File: src/rtl/mio_bus_if.sv
// CPU <-> memory/IO request bus used by the SCPU memory interface.
// The master drives the request; the slave answers with ready and read data.
interface mio_bus_if;
  logic        CPU_MIO;
  logic        MemRW;
  logic [31:0] addr;
  logic [31:0] Data_out;
  logic [31:0] Data_in;
  logic        MIO_ready;

  modport master (
    output CPU_MIO, MemRW, addr, Data_out,
    input  Data_in, MIO_ready
  );

  modport slave (
    input  CPU_MIO, MemRW, addr, Data_out,
    output Data_in, MIO_ready
  );
endinterface

File: src/rtl/mio_bus_responder.sv
// Memory/IO responder: decodes RAM, GPIO and optional cycle counter windows.
// Define MIO_COUNTER_EN to build the free-running counter at 0xF000_0000.
module mio_bus_responder #(
  parameter int          RAM_AW   = 10,
  parameter int          RAM_WAIT = 1,
  parameter logic [15:0] LED_RST  = 16'h0000
) (
  input  logic              clk,
  input  logic              rstn,
  mio_bus_if.slave          bus,
  output logic [RAM_AW-1:0] ram_addr,
  output logic              ram_we,
  output logic [31:0]       ram_din,
  input  logic [31:0]       ram_dout,
  input  logic [15:0]       sw_in,
  output logic [15:0]       led_out
);

  localparam int         HI        = RAM_AW + 2;
  localparam logic [3:0] WAIT_INIT = 4'(RAM_WAIT - 1);
  localparam logic [29:0] GPIO_W   = 30'h3800_0000;
  localparam logic [29:0] CNT_W    = 30'h3C00_0000;

  typedef enum logic [1:0] {
    S_IDLE,
    S_ACCESS,
    S_RESP
  } state_t;

  typedef enum logic [1:0] {
    R_RAM,
    R_GPIO,
    R_CNT,
    R_NONE
  } region_t;

  state_t      state;
  state_t      state_n;
  region_t     region_d;
  region_t     region_q;
  logic        rw_q;
  logic [3:0]  wait_cnt;
  logic        accept;
  logic        acc_last;
  logic [31:0] rdata;
  logic        is_ram;
  logic        is_gpio;
  logic        is_cnt;
  logic        unused_lsb;

  assign unused_lsb = ^bus.addr[1:0];
  assign is_ram     = bus.addr[31:HI] == '0;
  assign is_gpio    = bus.addr[31:2] == GPIO_W;

`ifdef MIO_COUNTER_EN
  logic [31:0] cnt;
  logic [31:0] cnt_snap;

  assign is_cnt = bus.addr[31:2] == CNT_W;

  // Free-running cycle counter; a CPU write loads it instead of incrementing.
  always_ff @(posedge clk or negedge rstn) begin
    if (!rstn) begin
      cnt      <= '0;
      cnt_snap <= '0;
    end else begin
      if (acc_last && rw_q && region_q == R_CNT)
        cnt <= ram_din;
      else
        cnt <= cnt + 32'd1;
      if (state == S_ACCESS && region_q == R_CNT)
        cnt_snap <= cnt;
    end
  end
`else
  logic unused_cnt;

  assign is_cnt     = 1'b0;
  assign unused_cnt = ^CNT_W;
`endif

  // Address window decode of the incoming request.
  always_comb begin
    region_d = R_NONE;
    unique case (1'b1)
      is_ram:  region_d = R_RAM;
      is_gpio: region_d = R_GPIO;
      is_cnt:  region_d = R_CNT;
      default: region_d = R_NONE;
    endcase
  end

  // Read data mux; writes and unmapped accesses return zero.
  always_comb begin
    rdata = '0;
    if (!rw_q) begin
      unique case (region_q)
        R_RAM:   rdata = ram_dout;
        R_GPIO:  rdata = {16'h0000, sw_in};
`ifdef MIO_COUNTER_EN
        R_CNT:   rdata = cnt_snap;
`endif
        default: rdata = '0;
      endcase
    end
  end

  // State register.
  always_ff @(posedge clk or negedge rstn) begin
    if (!rstn)
      state <= S_IDLE;
    else
      state <= state_n;
  end

  // Next state plus accept / end-of-access strobes.
  always_comb begin
    state_n  = state;
    accept   = 1'b0;
    acc_last = 1'b0;
    unique case (state)
      S_IDLE: begin
        if (bus.CPU_MIO) begin
          accept  = 1'b1;
          state_n = S_ACCESS;
        end
      end
      S_ACCESS: begin
        if (region_q != R_RAM || wait_cnt == '0) begin
          acc_last = 1'b1;
          state_n  = S_RESP;
        end
      end
      S_RESP:  state_n = S_IDLE;
      default: state_n = S_IDLE;
    endcase
  end

  // Request latch, RAM strobe, wait count, LED register and response.
  always_ff @(posedge clk or negedge rstn) begin
    if (!rstn) begin
      ram_addr    <= '0;
      ram_din     <= '0;
      ram_we      <= 1'b0;
      rw_q        <= 1'b0;
      region_q    <= R_NONE;
      wait_cnt    <= '0;
      led_out     <= LED_RST;
      bus.Data_in   <= '0;
      bus.MIO_ready <= 1'b0;
    end else begin
      ram_we <= 1'b0;
      if (accept) begin
        ram_addr <= bus.addr[HI-1:2];
        ram_din  <= bus.Data_out;
        rw_q     <= bus.MemRW;
        region_q <= region_d;
        wait_cnt <= (region_d == R_RAM) ? WAIT_INIT : '0;
        ram_we   <= bus.MemRW && region_d == R_RAM;
      end
      if (state == S_ACCESS && wait_cnt != '0)
        wait_cnt <= wait_cnt - 4'd1;
      if (acc_last && rw_q && region_q == R_GPIO)
        led_out <= ram_din[15:0];
      bus.MIO_ready <= state == S_RESP;
      if (state == S_RESP)
        bus.Data_in <= rdata;
    end
  end

endmodule

File: src/flat_wrapper.sv
// flat-port wrapper written by rule: the top's interface ports become plain ports
module mio_bus_responder_flat 
#(
  parameter int          RAM_AW   = 10,
  parameter int          RAM_WAIT = 1,
  parameter logic [15:0] LED_RST  = 16'h0000
)
  (clk, rstn, ram_addr, ram_we, ram_din, ram_dout, sw_in, led_out, bus_CPU_MIO, bus_MemRW, bus_addr, bus_Data_out, bus_Data_in, bus_MIO_ready);
  mio_bus_if bus_i ();
  input  logic clk;
  input  logic rstn;
  output logic [RAM_AW-1:0] ram_addr;
  output logic ram_we;
  output logic [31:0] ram_din;
  input  logic [31:0] ram_dout;
  input  logic [15:0] sw_in;
  output logic [15:0] led_out;
  input wire logic [$bits(bus_i.CPU_MIO)-1:0] bus_CPU_MIO;
  input wire logic [$bits(bus_i.MemRW)-1:0] bus_MemRW;
  input wire logic [$bits(bus_i.addr)-1:0] bus_addr;
  input wire logic [$bits(bus_i.Data_out)-1:0] bus_Data_out;
  output wire logic [$bits(bus_i.Data_in)-1:0] bus_Data_in;
  output wire logic [$bits(bus_i.MIO_ready)-1:0] bus_MIO_ready;
  assign bus_i.CPU_MIO = bus_CPU_MIO;
  assign bus_i.MemRW = bus_MemRW;
  assign bus_i.addr = bus_addr;
  assign bus_i.Data_out = bus_Data_out;
  assign bus_Data_in = bus_i.Data_in;
  assign bus_MIO_ready = bus_i.MIO_ready;
  mio_bus_responder #(.RAM_AW(RAM_AW), .RAM_WAIT(RAM_WAIT), .LED_RST(LED_RST)) u_core (.clk(clk), .rstn(rstn), .bus(bus_i), .ram_addr(ram_addr), .ram_we(ram_we), .ram_din(ram_din), .ram_dout(ram_dout), .sw_in(sw_in), .led_out(led_out));
endmodule
File: config.mk
export PLATFORM = sky130hd
export DESIGN_NAME = mio_bus_responder_flat
export DESIGN_NICKNAME = d
export VERILOG_FILES = /design/src/rtl/mio_bus_if.sv /design/src/rtl/mio_bus_responder.sv /design/src/flat_wrapper.sv
export SDC_FILE = /design/constraint.sdc
export NUM_CORES = 1
export LEC_CHECK = 0
export ABC_CLOCK_PERIOD_IN_PS = 1600
export CAP_MARGIN = 20
export CORE_ASPECT_RATIO = 2
export CORE_MARGIN = 10
export CORE_UTILIZATION = 37
export CTS_BUF_LIST = sky130_fd_sc_hd__clkbuf_2
export CTS_CLUSTER_SIZE = 30
export DETAILED_ROUTE_END_ITERATION = 8
export PLACE_DENSITY_LB_ADDON = 0.12
export SETUP_SLACK_MARGIN = 0.02
export SLEW_MARGIN = 20
export SYNTH_ARGS = -nofsm -noshare
export SYNTH_HDL_FRONTEND = slang
export SYNTH_SLANG_ARGS = --single-unit
File: constraint.sdc
create_clock -name clk -period 1.6 [get_ports clk]
set_input_delay 0.24 -clock clk [delete_from_list [all_inputs] [get_ports clk]]
set_output_delay 0.24 -clock clk [all_outputs]
set_load 0.01 [all_outputs]
==> flow_summary.ini, run 1 <==
[sta]
finalHoldViolCount = 0
worst_slack_ns = 0.0323
max-slew-margin-rel_pct = 62.6
fin_crit_sh_pct = 98.0
setup_violations = 0
max_clock_freq_mhz = 638
drv_slew = 0
fin_skew_ns = 0.0255
fin_setup_tns_ns = 0
period_needed_ns = 1.57
grt_setup_unrepaired = yes
tightest_slew_ns = 0.560

[clock_network]
clk_pin_slew_ns = 0.28
cts_tree = yes
cts_root_buf = clkbuf_2
cts-buffers-inserted = 9
htreeDepth = 3
cts.sinks = 101
clkLatencyLatePin_ns = 0.53
cts_max_path_buffers = 2

[min_path]
min_to = u_core.ram_din[1]
min_path_type = input port to flip-flop
hold_start = bus_Data_out[1]
holdPathStages = 3

[drt]
wl_met3_um = 884
viasPerCell = 4.72
num_vias = 3562
route.met2.wl_mm = 7.62
dr.pass1.iters = 5
wl_mm = 13.4
drt-initial-drc-count = 148
drt-met1-wl_mm = 4.61
route.detailed.drc = 0
avgRoutedWirePerCell_um = 17.7
postRouteAntennaNets = 0
maxUsedRoutingLayer = met4

[global_route]
grt_pass1_wl_mm = 20.5
grt_pass1_vias = 3874
grt_start_max_net_pins = 102
gr-usage-all-layers_pct = 16.8
overflow = 0
antenna_found_initial = 1

[worst_setup_path]
worst_path_max_delay_cell = dfrtp_2
cp-end-kind = flip-flop
reg2reg_from = u_core.state[1]
cp.required_ns = 2.03
cp-start-kind = flip-flop
critical_path_arrival_ns = 2.00
crit_type = flip-flop to flip-flop
cp_slowest_stage_delay_ns = 0.51
cp_cell_sequence = and2b_1, nand4b_4, buf_12, mux2_1
path_buf_inv = 1
r2r_cells = 4
cp_top_family = flip-flops
reg2reg_to = u_core.led_out[9]
regToRegSetupSlack_ns = 0.03
crit_path_max_fanout = 16

[power]
powerDensity_nw_per_um2 = 927
power_leakage_nw = 3.43
ir_drop_uv = 606

[placement]
io_buffers = 205
place_ws_ns = -0.153
post-dp-hpwl_mm = 10.1
place_congestion = 0.757

[synth]
synth.ff_latch_count = 101
synth_seq_area_share_pct = 63.3
yosysWarnings = 0
synthArstFlopShare_pct = 100
synth_enable_flop_cells = 0
synth.distinct_cells = 35
syn_area_per_cell_um2 = 11.0
synthCells = 363
synth_fp_nets = 480
syn-cell-area_um2 = 4000
synth-main-ff-cell = dfrtp_1

[die]
num_rows = 53
initial_core_util_pct = 37.9
die_h_um = 167
ioPinCount = 208
die_w_um = 93.5
dieArea_um2 = 15600
core-area_um2 = 10500

[finish]
drive_above_1_share_pct = 17.0
nets = 729
multi_input_area_um2 = 1320
fill_cells = 890
regArea_um2 = 2530
area_growth_pct = 64.5

[outcome]
status = complete, no violations

[flow_run]
maxCapViolCount = 0
## cell families (layout without fill, tap and decap cells)
logic type | count (synthesis) | in the layout | synth area share [%]
AND/OR/NAND/NOR | 165 | 165 | 18.3
flip-flops | 101 | 101 | 63.3
AO/OA/AOI/OAI | 42 | 42 | 9.11
buffers and inverters | 37 | 290 | 4.22
multiplexers | 17 | 17 | 4.76
adder cells (fa/ha/maj) | 1 | 1 | 0.313
other | 0 | 1 | 0
## placed cells by master, fill, tap and decap left out, types with 2 or more instances in the layout
cell type and count:
nand2_1 134, dfstp_2 2, buf_12 3, nor2_1 6, a222oi_1 16, clkbuf_2 25, buf_4 47, mux2_1 3
mux2_2 13, o21ai_0 3, clkinvlp_4 3, a21oi_1 2, inv_1 19, dfrtp_1 98, clkdlybuf4s15_1 58, nor4_1 5
a22o_1 16, clkdlybuf4s50_1 112, nor3_1 5, nand3_1 2, dlygate4sd2_1 18
## cell type report
cell class / instances / share of cell area (%)
clock buffers: 9 / 0.685
well taps: 137 / 2.61
inverters: 19 / 1.08
clock inverters: 6 / 0.989
flip-flops and latches: 101 / 38.5
repair buffers: 256 / 36.1
diodes: 1 / 0.0380
multi-input cells: 225 / 20.1
## synth_stat cells (2+ instances only)
cell      number  area share, %
a21oi_1        2           0.25
a222oi_1      16            4.0
a22o_1        16            3.5
buf_2          9            1.1
buf_6          2           0.56
clkbuf_1       6           0.56
dfrtp_1       99             62
dfstp_2        2            1.3
inv_1         19            1.8
mux2_1         3           0.84
mux2_2        13            3.7
nand2_1      135             13
nand2b_1       2           0.31
nand3_1        2           0.25
nor2_1         6           0.56
nor3_1         5           0.63
nor4_1         5           0.78
o21ai_0        4           0.50
## per-layer routing
metal | vias to the layer above | global-route usage (%)
met3 | 15 | 5.36
met5 | - | 0
li1 | 1721 | -
met4 | 0 | 6.41
met1 | 1693 | 16.5
met2 | 133 | 30.9
## worst max path at each step
stage | cells past startpoint | start | slack, ns | to
3_3_place_gp | 5 | bus_addr[5] | -0.13 | u_core.region_q[1]
3_5_place_dp | 5 | bus_addr[5] | -0.15 | u_core.region_q[1]
6_report | 4 | u_core.state[1] | 0.03 | u_core.led_out[9]
2_1_floorplan | 6 | u_core.wait_cnt[0] | 0.07 | u_core.wait_cnt[3]
5_1_grt | 7 | u_core.wait_cnt[1] | -0.0005 | u_core.wait_cnt[0]
4_1_cts | 1 | u_core.ram_addr[0] | 0.02 | ram_addr[0]
## stage by stage
step / power (mW) / utilization [%] / instance area, um^2 / instances / hold WS [ns]
floorplan: 3.76 / - / 4000 / 363 / -0.0556
global placement: 4.90 / 59.4 / 6270 / 702 / 0.340
detailed placement: 4.95 / 59.4 / 6270 / 702 / 0.346
CTS: 6.12 / 61.7 / 6500 / 739 / 0.0966
global route: 6.47 / 62.4 / 6580 / 754 / 0.101
finish: 6.10 / 62.4 / 6580 / 754 / 0.165
## state kept, by name, summed over array words and instances, names as in the netlist
register              flops
u_core.bus.Data_in       32
u_core.ram_din           32
u_core.led_out           16
u_core.ram_addr          10
u_core.wait_cnt           4
u_core.region_q           2
u_core.state              2
u_core.bus.MIO_ready      1
u_core.ram_we             1
u_core.rw_q               1
## tightest hold or removal path: stages
cell and delay, ns:
clkdlybuf4s50_1 0.39, nand2_1 0.05, nand2_1 0.04
## report_power, final
group	switching [mW]	internal, mW
sequential	0.205	2.88
combinational	0.841	0.994
clock	0.834	0.347
## what timing repair did
item,4_1_cts,5_1_grt
pin swaps,2,3
setup buffers,21,14
hold endpoints to repair,99,0
hold buffers,1,0
resized for setup,138,51
cloned,0,0
setup endpoints to repair,111,57
(Power assumes the default switching activity.)
==> run 2: changes to the inputs <==
PLACE_DENSITY = 0.76   (was unset)
PLACE_DENSITY_LB_ADDON = unset   (was 0.12)
==> flow_summary.ini, run 2 (synthesis gave the netlist of run 1 again) <==
[worst_setup_path]
path_depth = 4
cp_cell_sequence = and2b_2, nand4b_4, buf_12, mux2_1
cp_top_family = flip-flops
r2r_cells = 4
critical_path_arrival_ns = 1.98
cp-start-kind = flip-flop
crit_type = flip-flop to flip-flop
path_buf_inv = 1
worst_path_max_delay_cell = dfrtp_2
cp-end-kind = flip-flop
crit_path_max_fanout = 16
cp.required_ns = 2.05
cp_slowest_stage_delay_ns = 0.52

[clock_network]
cts_max_path_buffers = 2
cts-buffers-inserted = 9
clkLatencyLatePin_ns = 0.56
clk_pin_slew_ns = 0.27
cts.sinks = 101
cts_root_buf = clkbuf_2
cts_tree = yes
htreeDepth = 3

[drt]
dr.pass1.iters = 7
wl_mm = 14.2
drt-initial-drc-count = 171
viasPerCell = 4.97
route.detailed.drc = 0
postRouteAntennaNets = 0
avgRoutedWirePerCell_um = 18.7
num_vias = 3774

[sta]
max-slew-margin-rel_pct = 67.1
worst_slack_ns = 0.0739
setup_violations = 0
grt_setup_unrepaired = yes
fin_skew_ns = 0.0404
tightest_slew_ns = 0.493
drv_slew = 0
max_clock_freq_mhz = 655
fin_crit_sh_pct = 95.4
fin_setup_tns_ns = 0
finalHoldViolCount = 0
period_needed_ns = 1.53

[power]
p_comb_share_pct = 30.2
p_total_mw = 6.15
powerDensity_nw_per_um2 = 927
swShare_pct = 31.1
internal_power_mw = 4.24
ir_drop_uv = 502
power_leakage_nw = 3.49
pwr-share-clk_pct = 19.5
switchingPower_mw = 1.91
power_frac_seq_pct = 50.3

[die]
die_w_um = 93.5
ioPinCount = 208
die_h_um = 167
num_rows = 53
initial_core_util_pct = 37.9
dieArea_um2 = 15600
core-area_um2 = 10500

[global_route]
grt_start_max_net_pins = 95
grt_pass1_wl_mm = 21.6
overflow = 0
gr-usage-all-layers_pct = 18.0
grt_pass1_vias = 4023
antenna_found_initial = 3

[placement]
placed_area_um2 = 6310
placed_cells = 704
post-dp-hpwl_mm = 10.7
place_ws_ns = -0.132
io_buffers = 205
place_congestion = 0.789

[finish]
layoutNonFillerInstCount = 760
nets = 733
reg_top3 = u_core.bus.Data_in x32, u_core.ram_din x32, u_core.led_out x16
final_area_um2 = 6630
drive_above_1_share_pct = 17.9
area_growth_pct = 65.8
final_common_cell = nand2_1
fill_cells = 895
layout_common_cells = nand2_1, clkdlybuf4s50_1, dfrtp_1

[outcome]
status = complete, no violations

[min_path]
min_path_type = input port to flip-flop
holdPathStages = 3

[flow_run]
maxCapViolCount = 0
-- run 2: area by class of cell --
class                   instances  area [um^2]  area share, %
well taps                     137          171           2.58
inverters                      19         71.3           1.08
clock inverters                 6         62.6          0.943
repair buffers                260         2410           36.4
multi-input cells             225         1330           20.0
flip-flops and latches        101         2530           38.2
clock buffers                  10         50.0          0.755
diodes                          2         5.00         0.0755
-- run 2: path summary, 6_finish.rpt --
check,from,end,slack (ns)
min,bus_Data_out[4],u_core.ram_din[4],0.17
min reg2reg,u_core.ram_din[31],u_core.ram_din[31],0.51
max reg2reg,u_core.state[1],u_core.led_out[7],0.07
max,u_core.state[1],u_core.led_out[7],0.07
min in group asynchronous,rstn,u_core.bus.MIO_ready,0.25
max in group asynchronous,rstn,u_core.bus.Data_in[18],0.74
-- run 2: timing repair --
item	4_1_cts	5_1_grt
gates resized for setup	151	33
pin swaps	2	3
setup endpoints to repair	111	40
gates cloned	0	0
hold endpoints to repair	99	0
hold buffers	2	0
setup buffers	24	12
-- run 2: power groups by stage --
stage | sequential, mW | combinational [mW] | clock, mW
after floorplan | 3.26 | 0.499 | 0
after global placement | 3.13 | 1.77 | 0
after detailed placement | 3.16 | 1.82 | 0
after CTS | 3.09 | 1.83 | 1.25
after global routing | 3.14 | 2.04 | 1.34
final | 3.09 | 1.86 | 1.20
-- run 2: metal layers --
| metal | GRT usage [%] | wire, um | vias to the layer above | part of all wire, % |
|---|---|---|---|---|
| met5 | 0 | 13 | - | 0.091 |
| met3 | 5.49 | 967 | 48 | 6.8 |
| met2 | 31.5 | 7850 | 157 | 55 |
| met4 | 13.3 | 845 | 2 | 5.9 |
| met1 | 16.7 | 4560 | 1836 | 32 |
| li1 | - | - | 1731 | - |
-- run 2: worst reg2reg max path, delay by kind of cell, from the launching register on --
family,cells,cell delay [ns]
simple gates,2,0.41
mux,1,0.33
buf+inv,1,0.17
flops,1,0.52
-- run 2: metrics by stage --
step / utilization [%] / hold slack (ns)
after floorplan: - / -0.0556
after global placement: 59.8 / 0.0667
after detailed placement: 59.8 / 0.0666
after CTS: 62.5 / 0.107
after global routing: 62.9 / 0.115
final: 62.9 / 0.171
==> run 3: changes to the inputs <==
CORE_MARGIN = 2   (was 10)
==> flow_summary.ini, run 3 (synthesis gave the netlist of run 1 again) <==
[clock_network]
htreeDepth = 3
clkLatencyLatePin_ns = 0.55
cts.sinks = 101
cts_max_path_buffers = 2
cts-buffers-inserted = 9
cts_tree = yes
cts_root_buf = clkbuf_2
clk_pin_slew_ns = 0.29

[sta]
grt_setup_unrepaired = yes
period_needed_ns = 1.52
finalHoldViolCount = 0
tightest_slew_ns = 0.553
max_clock_freq_mhz = 660
drv_slew = 0
max-slew-margin-rel_pct = 63.1
fin_skew_ns = 0.0361
setup_violations = 0
fin_setup_tns_ns = 0
fin_crit_sh_pct = 94.7

[finish]
nets = 750
final_common_cell = nand2_1
layout_common_cells = nand2_1, clkdlybuf4s50_1, dfrtp_1
drive_above_1_share_pct = 26.2
area_growth_pct = 65.3
reg_top3 = u_core.bus.Data_in x32, u_core.ram_din x32, u_core.led_out x16

[drt]
viasPerCell = 4.86
dr.pass1.iters = 5
num_vias = 3774
postRouteAntennaNets = 0
avgRoutedWirePerCell_um = 15.9
route.detailed.drc = 0
wl_mm = 12.4
drt-initial-drc-count = 194

[die]
core-area_um2 = 10500
num_rows = 53
ioPinCount = 208
initial_core_util_pct = 37.9
die_h_um = 151
die_w_um = 77.5
dieArea_um2 = 11700

[global_route]
antenna_found_initial = 1
grt_pass1_vias = 3901
grt_start_max_net_pins = 102
overflow = 0
grt_pass1_wl_mm = 19.2
gr-usage-all-layers_pct = 21.3

[power]
power_leakage_nw = 3.51
ir_drop_uv = 568
power_frac_seq_pct = 50.3
internal_power_mw = 4.17
powerDensity_nw_per_um2 = 926
p_comb_share_pct = 32.0
swShare_pct = 31.9
switchingPower_mw = 1.95
pwr-share-clk_pct = 17.6
p_total_mw = 6.12

[worst_setup_path]
cp.required_ns = 2.04
cp_cell_sequence = and2b_1, nand4b_4, buf_12, mux2_1
cp_top_family = flip-flops
worst_path_max_delay_cell = dfrtp_2
path_buf_inv = 1
cp-end-kind = flip-flop
cp-start-kind = flip-flop
critical_path_arrival_ns = 1.96
crit_type = flip-flop to flip-flop
cp_slowest_stage_delay_ns = 0.51
crit_path_max_fanout = 16

[placement]
post-dp-hpwl_mm = 8.89
place_congestion = 0.826
io_buffers = 205

[outcome]
status = complete, no violations

[min_path]
min_path_type = input port to flip-flop

[flow_run]
maxCapViolCount = 0
## run 3: power groups by stage
stage,registers (mW),clock network (mW),logic [mW]
floorplan,3.26,0,0.499
global placement,3.13,0,1.77
detailed placement,3.15,0,1.81
CTS,3.07,1.15,1.91
global route,3.13,1.24,2.14
finish,3.08,1.08,1.96
## run 3: worst paths after layout
kind	slack [ns]	end	from	depth (start not counted)
worst max-delay path	0.08	u_core.led_out[7]	u_core.state[1]	4
worst min-delay path	0.16	u_core.ram_din[10]	bus_Data_out[10]	3
worst max register to register	0.08	u_core.led_out[7]	u_core.state[1]	4
worst min register to register	0.51	u_core.ram_din[28]	u_core.ram_din[28]	2
max in group asynchronous	0.88	u_core.state[1]	rstn	3
min in group asynchronous	0.22	u_core.bus.Data_in[13]	rstn	3
## run 3: cell type report
class                           instances  area (um^2)
Tap cell                              137          171
Clock buffer                            9         45.0
Sequential cell                       101         2530
Timing Repair Buffer                  277         2410
Multi-Input combinational cell        225         1330
Fill cell                             886         3940
Antenna cell                            1         2.50
Clock inverter                          7         48.8
Inverter                               19         71.3
## run 3: metal layers
| metal | wire length, um | global-route usage (%) | vias to the layer above |
|---|---|---|---|
| met5 | 0 | 0 | - |
| met4 | 603 | 12.9 | 0 |
| met3 | 566 | 5.36 | 36 |
| met2 | 7040 | 38.9 | 143 |
| met1 | 4160 | 21.4 | 1827 |
| li1 | - | - | 1768 |
## run 3: what timing repair did
action	CTS	global route
resized for setup	163	83
hold endpoints to repair	99	0
pin swaps	2	3
cloned	0	0
hold buffers	1	0
endpoints found under the setup margin	111	97
buffers inserted	31	23
## run 3: worst reg2reg max path, stage by stage (launching register included)
cell and delay, ns:
dfrtp_2 0.51, and2b_1 0.32, nand4b_4 0.13, buf_12 0.17
mux2_1 0.31
## run 3: metrics by stage
stage	utilization [%]	cells	instance area, um^2	hold slack (ns)	setup WS [ns]
finish	62.7	776	6610	0.160	0.0850
floorplan	-	363	4000	-0.0556	0.0654
global route	62.7	776	6610	0.0924	0.00296
detailed placement	60.1	704	6330	0.348	-0.160
global placement	60.1	704	6330	0.340	-0.127
CTS	63.1	752	6660	0.0961	0.0205
